$ cat src/rtl/led_phase_sequencer_if.sv
// Tagged per-phase sample stream from the LED phase sequencer to the SpO2 datapath.
// One-cycle sample_valid strobe; frame_done rides along with the last phase of a frame.
interface led_phase_sequencer_if;
  logic       sample_valid;
  logic [1:0] sample_ch;
  logic [7:0] sample_data;
  logic       frame_done;

  modport master (output sample_valid, sample_ch, sample_data, frame_done);
  modport slave  (input  sample_valid, sample_ch, sample_data, frame_done);
endinterface

$ cat src/rtl/led_phase_sequencer.sv
// Time-multiplexes the shared AFE between RED, IR and DARK phases; each phase settles,
// then averages 2^SAMPLE_LOG2 ADC samples into one tagged output sample.
//
// state | meaning
// IDLE  | LEDs off, AFE settings held, shadow copied to active every cycle
// RED_S | RED LED on, red settings applied, ADC ignored for SETTLE cycles
// RED_A | RED acquisition, accumulating ADC samples
// IR_S  | IR LED on, ir settings applied, settle blanking
// IR_A  | IR acquisition
// DRK_S | both LEDs off, ir settings kept, settle blanking
// DRK_A | ambient acquisition
module led_phase_sequencer #(
  parameter int SETTLE      = 3,
  parameter int SAMPLE_LOG2 = 3,
  parameter bit DARK_EN     = 1'b1
) (
  input  logic       CLK,
  input  logic       rst_n,
  input  logic       enable,
  input  logic       cfg_load,
  input  logic [6:0] red_dc,
  input  logic [3:0] red_pga,
  input  logic [6:0] ir_dc,
  input  logic [3:0] ir_pga,
  input  logic [7:0] ADC,
  output logic       LED_RED,
  output logic       LED_IR,
  output logic [6:0] DC_Comp,
  output logic [3:0] PGA_Gain,
  output logic       busy,
  led_phase_sequencer_if.master smp
);

  localparam int NSAMP   = 1 << SAMPLE_LOG2;
  localparam int CNT_MAX = (SETTLE > NSAMP) ? SETTLE : NSAMP;
  localparam int CNT_W   = $clog2(CNT_MAX + 1);
  localparam int ACC_W   = 8 + SAMPLE_LOG2;
  localparam logic [CNT_W-1:0] SETTLE_TC = CNT_W'(SETTLE - 1);
  localparam logic [CNT_W-1:0] ACQ_TC    = CNT_W'(NSAMP - 1);

  typedef enum logic [2:0] {
    IDLE  = 3'd0,
    RED_S = 3'd1,
    RED_A = 3'd2,
    IR_S  = 3'd3,
    IR_A  = 3'd4,
    DRK_S = 3'd5,
    DRK_A = 3'd6
  } state_t;

  state_t           state;
  logic [CNT_W-1:0] cnt;
  logic [ACC_W-1:0] acc;
  logic [ACC_W-1:0] acc_sum;
  logic [7:0]       avg8;

  logic [6:0] sh_red_dc, sh_ir_dc, act_red_dc, act_ir_dc;
  logic [3:0] sh_red_pga, sh_ir_pga, act_red_pga, act_ir_pga;
  logic [6:0] red_dc_ld, ir_dc_ld;
  logic [3:0] red_pga_ld, ir_pga_ld;

  logic       smp_valid, smp_done;
  logic [1:0] smp_ch;
  logic [7:0] smp_data;

  logic last_acq, frame_end, start_red;

  // A cfg_load coinciding with an active-settings update bypasses the shadow.
  assign red_dc_ld  = cfg_load ? red_dc  : sh_red_dc;
  assign red_pga_ld = cfg_load ? red_pga : sh_red_pga;
  assign ir_dc_ld   = cfg_load ? ir_dc   : sh_ir_dc;
  assign ir_pga_ld  = cfg_load ? ir_pga  : sh_ir_pga;

  assign acc_sum = acc + ACC_W'(ADC);
  assign avg8    = 8'(acc_sum >> SAMPLE_LOG2);

  assign last_acq  = (cnt == ACQ_TC);
  assign frame_end = last_acq && ((state == DRK_A) || ((state == IR_A) && !DARK_EN));
  assign start_red = enable && ((state == IDLE) || frame_end);

  assign smp.sample_valid = smp_valid;
  assign smp.sample_ch    = smp_ch;
  assign smp.sample_data  = smp_data;
  assign smp.frame_done   = smp_done;

  always_ff @(posedge CLK or negedge rst_n) begin
    if (!rst_n) begin
      state       <= IDLE;
      cnt         <= '0;
      acc         <= '0;
      sh_red_dc   <= '0;
      sh_red_pga  <= '0;
      sh_ir_dc    <= '0;
      sh_ir_pga   <= '0;
      act_red_dc  <= '0;
      act_red_pga <= '0;
      act_ir_dc   <= '0;
      act_ir_pga  <= '0;
      LED_RED     <= 1'b0;
      LED_IR      <= 1'b0;
      DC_Comp     <= '0;
      PGA_Gain    <= '0;
      busy        <= 1'b0;
      smp_valid   <= 1'b0;
      smp_ch      <= '0;
      smp_data    <= '0;
      smp_done    <= 1'b0;
    end else begin
      smp_valid <= 1'b0;
      smp_done  <= 1'b0;
      if (cfg_load) begin
        sh_red_dc  <= red_dc;
        sh_red_pga <= red_pga;
        sh_ir_dc   <= ir_dc;
        sh_ir_pga  <= ir_pga;
      end

      case (state)
        IDLE: begin
          act_red_dc  <= red_dc_ld;
          act_red_pga <= red_pga_ld;
          act_ir_dc   <= ir_dc_ld;
          act_ir_pga  <= ir_pga_ld;
        end
        RED_S, IR_S, DRK_S: begin
          if (cnt == SETTLE_TC) begin
            cnt   <= '0;
            acc   <= '0;
            state <= (state == RED_S) ? RED_A : (state == IR_S) ? IR_A : DRK_A;
          end else begin
            cnt <= cnt + 1'b1;
          end
        end
        RED_A, IR_A, DRK_A: begin
          if (last_acq) begin
            cnt       <= '0;
            smp_valid <= 1'b1;
            smp_data  <= avg8;
            smp_done  <= frame_end;
            smp_ch    <= (state == RED_A) ? 2'd0 : (state == IR_A) ? 2'd1 : 2'd2;
            if (state == RED_A) begin
              state    <= IR_S;
              LED_RED  <= 1'b0;
              LED_IR   <= 1'b1;
              DC_Comp  <= act_ir_dc;
              PGA_Gain <= act_ir_pga;
            end else if (!frame_end) begin
              state  <= DRK_S;
              LED_IR <= 1'b0;
            end else begin
              state   <= IDLE;
              LED_RED <= 1'b0;
              LED_IR  <= 1'b0;
              busy    <= 1'b0;
            end
          end else begin
            acc <= acc_sum;
            cnt <= cnt + 1'b1;
          end
        end
        default: begin
          state   <= IDLE;
          cnt     <= '0;
          LED_RED <= 1'b0;
          LED_IR  <= 1'b0;
          busy    <= 1'b0;
        end
      endcase

      // Frame start overrides the IDLE / frame-end assignments above.
      if (start_red) begin
        state       <= RED_S;
        cnt         <= '0;
        busy        <= 1'b1;
        LED_RED     <= 1'b1;
        LED_IR      <= 1'b0;
        act_red_dc  <= red_dc_ld;
        act_red_pga <= red_pga_ld;
        act_ir_dc   <= ir_dc_ld;
        act_ir_pga  <= ir_pga_ld;
        DC_Comp     <= red_dc_ld;
        PGA_Gain    <= red_pga_ld;
      end
    end
  end

endmodule

$ cat src/flat_wrapper.sv
// flat-port wrapper written by rule: the top's interface ports become plain ports
module led_phase_sequencer_flat 
#(
  parameter int SETTLE      = 3,
  parameter int SAMPLE_LOG2 = 3,
  parameter bit DARK_EN     = 1'b1
)
  (CLK, rst_n, enable, cfg_load, red_dc, red_pga, ir_dc, ir_pga, ADC, LED_RED, LED_IR, DC_Comp, PGA_Gain, busy, smp_sample_valid, smp_sample_ch, smp_sample_data, smp_frame_done);
  led_phase_sequencer_if smp_i ();
  input  logic CLK;
  input  logic rst_n;
  input  logic enable;
  input  logic cfg_load;
  input  logic [6:0] red_dc;
  input  logic [3:0] red_pga;
  input  logic [6:0] ir_dc;
  input  logic [3:0] ir_pga;
  input  logic [7:0] ADC;
  output logic LED_RED;
  output logic LED_IR;
  output logic [6:0] DC_Comp;
  output logic [3:0] PGA_Gain;
  output logic busy;
  output wire logic [$bits(smp_i.sample_valid)-1:0] smp_sample_valid;
  output wire logic [$bits(smp_i.sample_ch)-1:0] smp_sample_ch;
  output wire logic [$bits(smp_i.sample_data)-1:0] smp_sample_data;
  output wire logic [$bits(smp_i.frame_done)-1:0] smp_frame_done;
  assign smp_sample_valid = smp_i.sample_valid;
  assign smp_sample_ch = smp_i.sample_ch;
  assign smp_sample_data = smp_i.sample_data;
  assign smp_frame_done = smp_i.frame_done;
  led_phase_sequencer #(.SETTLE(SETTLE), .SAMPLE_LOG2(SAMPLE_LOG2), .DARK_EN(DARK_EN)) u_core (.CLK(CLK), .rst_n(rst_n), .enable(enable), .cfg_load(cfg_load), .red_dc(red_dc), .red_pga(red_pga), .ir_dc(ir_dc), .ir_pga(ir_pga), .ADC(ADC), .LED_RED(LED_RED), .LED_IR(LED_IR), .DC_Comp(DC_Comp), .PGA_Gain(PGA_Gain), .busy(busy), .smp(smp_i));
endmodule
$ cat config.mk
export PLATFORM = sky130hd
export DESIGN_NAME = led_phase_sequencer_flat
export DESIGN_NICKNAME = d
export VERILOG_FILES = /design/src/rtl/led_phase_sequencer_if.sv /design/src/rtl/led_phase_sequencer.sv /design/src/flat_wrapper.sv
export SDC_FILE = /design/constraint.sdc
export NUM_CORES = 1
export LEC_CHECK = 0
export ABC_AREA = 1
export BUFFER_PORTS_ARGS = -buffer_cell sky130_fd_sc_hd__buf_2
export CAP_MARGIN = 20
export CORE_ASPECT_RATIO = 1.4
export CORE_UTILIZATION = 55
export DETAILED_ROUTE_END_ITERATION = 8
export PLACE_DENSITY = 0.75
export SYNTH_ARGS = -nofsm -noshare
export SYNTH_HDL_FRONTEND = slang
export SYNTH_SLANG_ARGS = --single-unit
$ cat constraint.sdc
create_clock -name CLK -period 4.8 [get_ports CLK]
set_input_delay 0.24 -clock CLK [delete_from_list [all_inputs] [get_ports CLK]]
set_output_delay 0.24 -clock CLK [all_outputs]
set_load 0.1 [all_outputs]
==> impl_metrics.yaml <==
setup_path:
  cp.buffers_inverters: 0
  critPathKind: "flop to flop"
  path_cells: "ha_1 > nand2_1 > nor2_1 > nand4_1 > nand2_2 > nand2_2 > nand2_1 > nand2_1 > nand2_1"
  worstPathArrival_ns: 2.64
  cp_common_cell: "nand2_1"
  crit_path_end_kind: "flop"
  critPathSlowestCell: "nand2_1"
  max_stage_delay_ns: 0.42
  crit_fanout: 29
  cp.required_ns: 5.10
  cp-start-kind: "flop"
  critPathTopFamily: "simple AND/OR/NAND/NOR gates"
clock_network:
  cts_tree: "built"
  cts_hold_buf: 0
  clk_path_buf_depth: 2
  post-cts-setup-buffers: 0
  cts-root-buf: "clkbuf_8"
  path_clk_slew_ns: 0.08
  cts-resized-gates: 0
  numCtsBuffers: 9
  h-tree-depth: 3
  insertion_delay_ns: 0.36
  clkSinkCount: 77
drt:
  first_iter_violations: 175
  drt_wl_total_mm: 8.22
  remaining_drc_errors: 6
  wl_per_cell_um: 15.2
  dr.pass1.iters: 7
  vias: 2932
  ant_nets: 0
  viasPerCell: 5.42
finish:
  layout_commonest_cell: "nand2_1"
  seq_area_um2: 1930
  final_cells: 541
  multiInputGateArea_um2: 1580
  syn_to_final_growth_pct: 13.5
  nFillCells: 565
  drive_gt1_share_pct: 23.6
  layout_common_cells: "123 x nand2_1, 77 x dfrtp_1, 67 x nand3_1, 58 x buf_2, 25 x inv_1"
  nets: 507
  n_antenna_cell: 0
  fin_util_pct: 64.4
sta:
  finalCriticalPeriod_ns: 2.35
  hold_ws_ns: -0.00994
  slew_violations: 0
  fin_crit_sh_pct: 48.9
  setup_tns_ns: 0
  maxSlewHeadroom_pct: 36.9
  max_freq_mhz: 426
  hold_viol: 6
  worstMarginPinSlew_ns: 0.946
  grt_setup_unrepaired: "false"
  setup_viol: 0
  fin_skew_ns: 0.00663
floorplanning:
  core_um2: 6530
  die_y_um: 99.1
  die-area_um2: 7070
  ios: 60
  die_x_um: 71.4
  row_count: 35
  start_util_pct: 56.8
global_routing:
  grt_pass1_vias: 3053
  grt_overflow_total: 0
  grt_start_max_net_pins: 78
  grt_usage_pct: 25.9
  grt_pass1_wl_mm: 13.9
  grt_antenna_before_repair: 0
power:
  power_density_nw_per_um2: 775
  ir_worst_vdd_mv: 0.583
  leakagePower_uw: 0.00221
place:
  portBuffers: 59
  dp.cells: 525
  gp_congestion: 0.850
  place_hpwl_mm: 5.96
synth:
  netlist_instances: 405
  ys_warn_count: 0
  ys_seq_area_share_pct: 52.0
  syn_avg_cell_area_um2: 9.14
  synth_seq_cells: 77
  yosysUniqueCellTypes: 36
  syn_nets: 450
  netlist_area_um2: 3700
status:
  status: "finished, violations left"
  violations: "DRC, hold timing"
hold_path:
  min_path_type: "input port to async pin"
job:
  drv_cap: 0
state kept, by name (all words and copies together), names as in the netlist, 2 cells and up:
name                    count
u_core.state                3
u_core.cnt                  4
u_core.smp.sample_ch        2
u_core.smp.sample_data      8
u_core.DC_Comp              7
u_core.PGA_Gain             4
u_core.act_ir_dc            7
u_core.sh_red_pga           4
u_core.acc                 11
u_core.act_ir_pga           4
u_core.sh_ir_pga            4
u_core.sh_red_dc            7
u_core.sh_ir_dc             7
where the power goes:
part	switching (uW)	total (uW)	leakage [uW]	internal, uW
clock	254	499	0.0000935	245
combinational	1330	1720	0.00118	390
sequential	162	1040	0.000937	879
total	1740	3260	0.00221	1510
logic make-up (layout without fill, tap and decap cells):
| group | Yosys count | in the layout | synth area share [%] |
|---|---|---|---|
| XOR/XNOR | 5 | 5 | 1.18 |
| flip-flops | 77 | 77 | 52.0 |
| multiplexers | 22 | 22 | 6.69 |
| AND/OR/NAND/NOR | 225 | 225 | 27.0 |
| adder cells (fa/ha/maj) | 11 | 11 | 3.92 |
| AO/OA/AOI/OAI | 23 | 23 | 3.78 |
| buffers and inverters | 42 | 104 | 5.37 |
metal layers:
metal / up-vias / global-route usage (%) / wire, um
met2: 64 / 46.5 / 4460
li1: 1444 / - / -
met5: - / 0 / 0
met3: 12 / 5.17 / 225
met4: 0 / 10.0 / 167
met1: 1412 / 30.2 / 3360
path summary, 6_finish.rpt:
path,end,slack [ns],depth (start not counted),from
min in group CLK,u_core.sh_ir_dc[0]$_DFF_PN0_,0.13,2,ir_dc[0]
min reg2reg,u_core.smp.sample_data[3]$_DFFE_PN0P_,0.48,2,u_core.smp.sample_data[3]$_DFFE_PN0P_
min,u_core.state[0]$_DFFE_PN0P_,-0.01,1,rst_n
max,u_core.act_ir_pga[1]$_DFFE_PN0P_,2.45,9,u_core.cnt[0]$_DFFE_PN0P_
max reg2reg,u_core.act_ir_pga[1]$_DFFE_PN0P_,2.45,9,u_core.cnt[0]$_DFFE_PN0P_
max in group asynchronous,u_core.act_ir_pga[1]$_DFFE_PN0P_,4.17,1,rst_n
synthesized netlist by cell type:
master | n | area [um2]
nor2_8 | 1 | 20.0
o221ai_1 | 1 | 8.76
o41ai_1 | 1 | 8.76
o21ai_1 | 4 | 20.0
xor2_1 | 2 | 17.5
o21bai_1 | 2 | 15.0
ha_1 | 10 | 125
o22ai_1 | 1 | 6.26
clkbuf_1 | 1 | 3.75
a21oi_2 | 1 | 8.76
buf_2 | 6 | 30.0
nor3_1 | 1 | 5.00
fa_1 | 1 | 20.0
buf_4 | 1 | 7.51
dfrtp_1 | 77 | 1930
o21ai_0 | 7 | 35.0
nor2_2 | 1 | 6.26
a21boi_0 | 1 | 7.51
nand2_1 | 123 | 462
nor2_1 | 18 | 67.6
buf_1 | 1 | 3.75
inv_2 | 4 | 15.0
nor2_4 | 1 | 11.3
nand3_2 | 1 | 10.0
nand4_1 | 3 | 18.8
buf_6 | 4 | 45.0
o211ai_1 | 2 | 15.0
inv_1 | 25 | 93.8
or2_1 | 1 | 6.26
nand3b_2 | 1 | 11.3
nand3b_1 | 3 | 22.5
nand3_1 | 67 | 335
mux2_2 | 22 | 248
nand2_2 | 4 | 25.0
xnor2_1 | 3 | 26.3
a21oi_1 | 3 | 15.0
layout make-up:
cell class / instances / area share (%)
clock inverters: 6 / 1.70
flip-flops and latches: 77 / 45.8
inverters: 29 / 2.59
multi-input cells: 286 / 37.5
well taps: 74 / 2.20
repair buffers: 59 / 7.09
clock buffers: 10 / 3.04
worst register-to-register path, cell delays in order (launching register included):
cell and delay, ns:
dfrtp_1 0.40, ha_1 0.23, nand2_1 0.07, nor2_1 0.13, nand4_1 0.23, nand2_2 0.27, nand2_2 0.35, nand2_1 0.43
nand2_1 0.10, nand2_1 0.08
per-stage QoR:
stage	setup slack, ns	total power (uW)	instance area, um2
3_3_place_gp	2.65	2710	4000
4_1_cts	2.48	3270	4200
3_5_place_dp	2.49	2760	4000
2_1_floorplan	3.21	2450	3700
6_report	2.45	3260	4200
5_1_grt	2.22	3460	4200
Note: power is estimated with default switching activity, not from simulation.
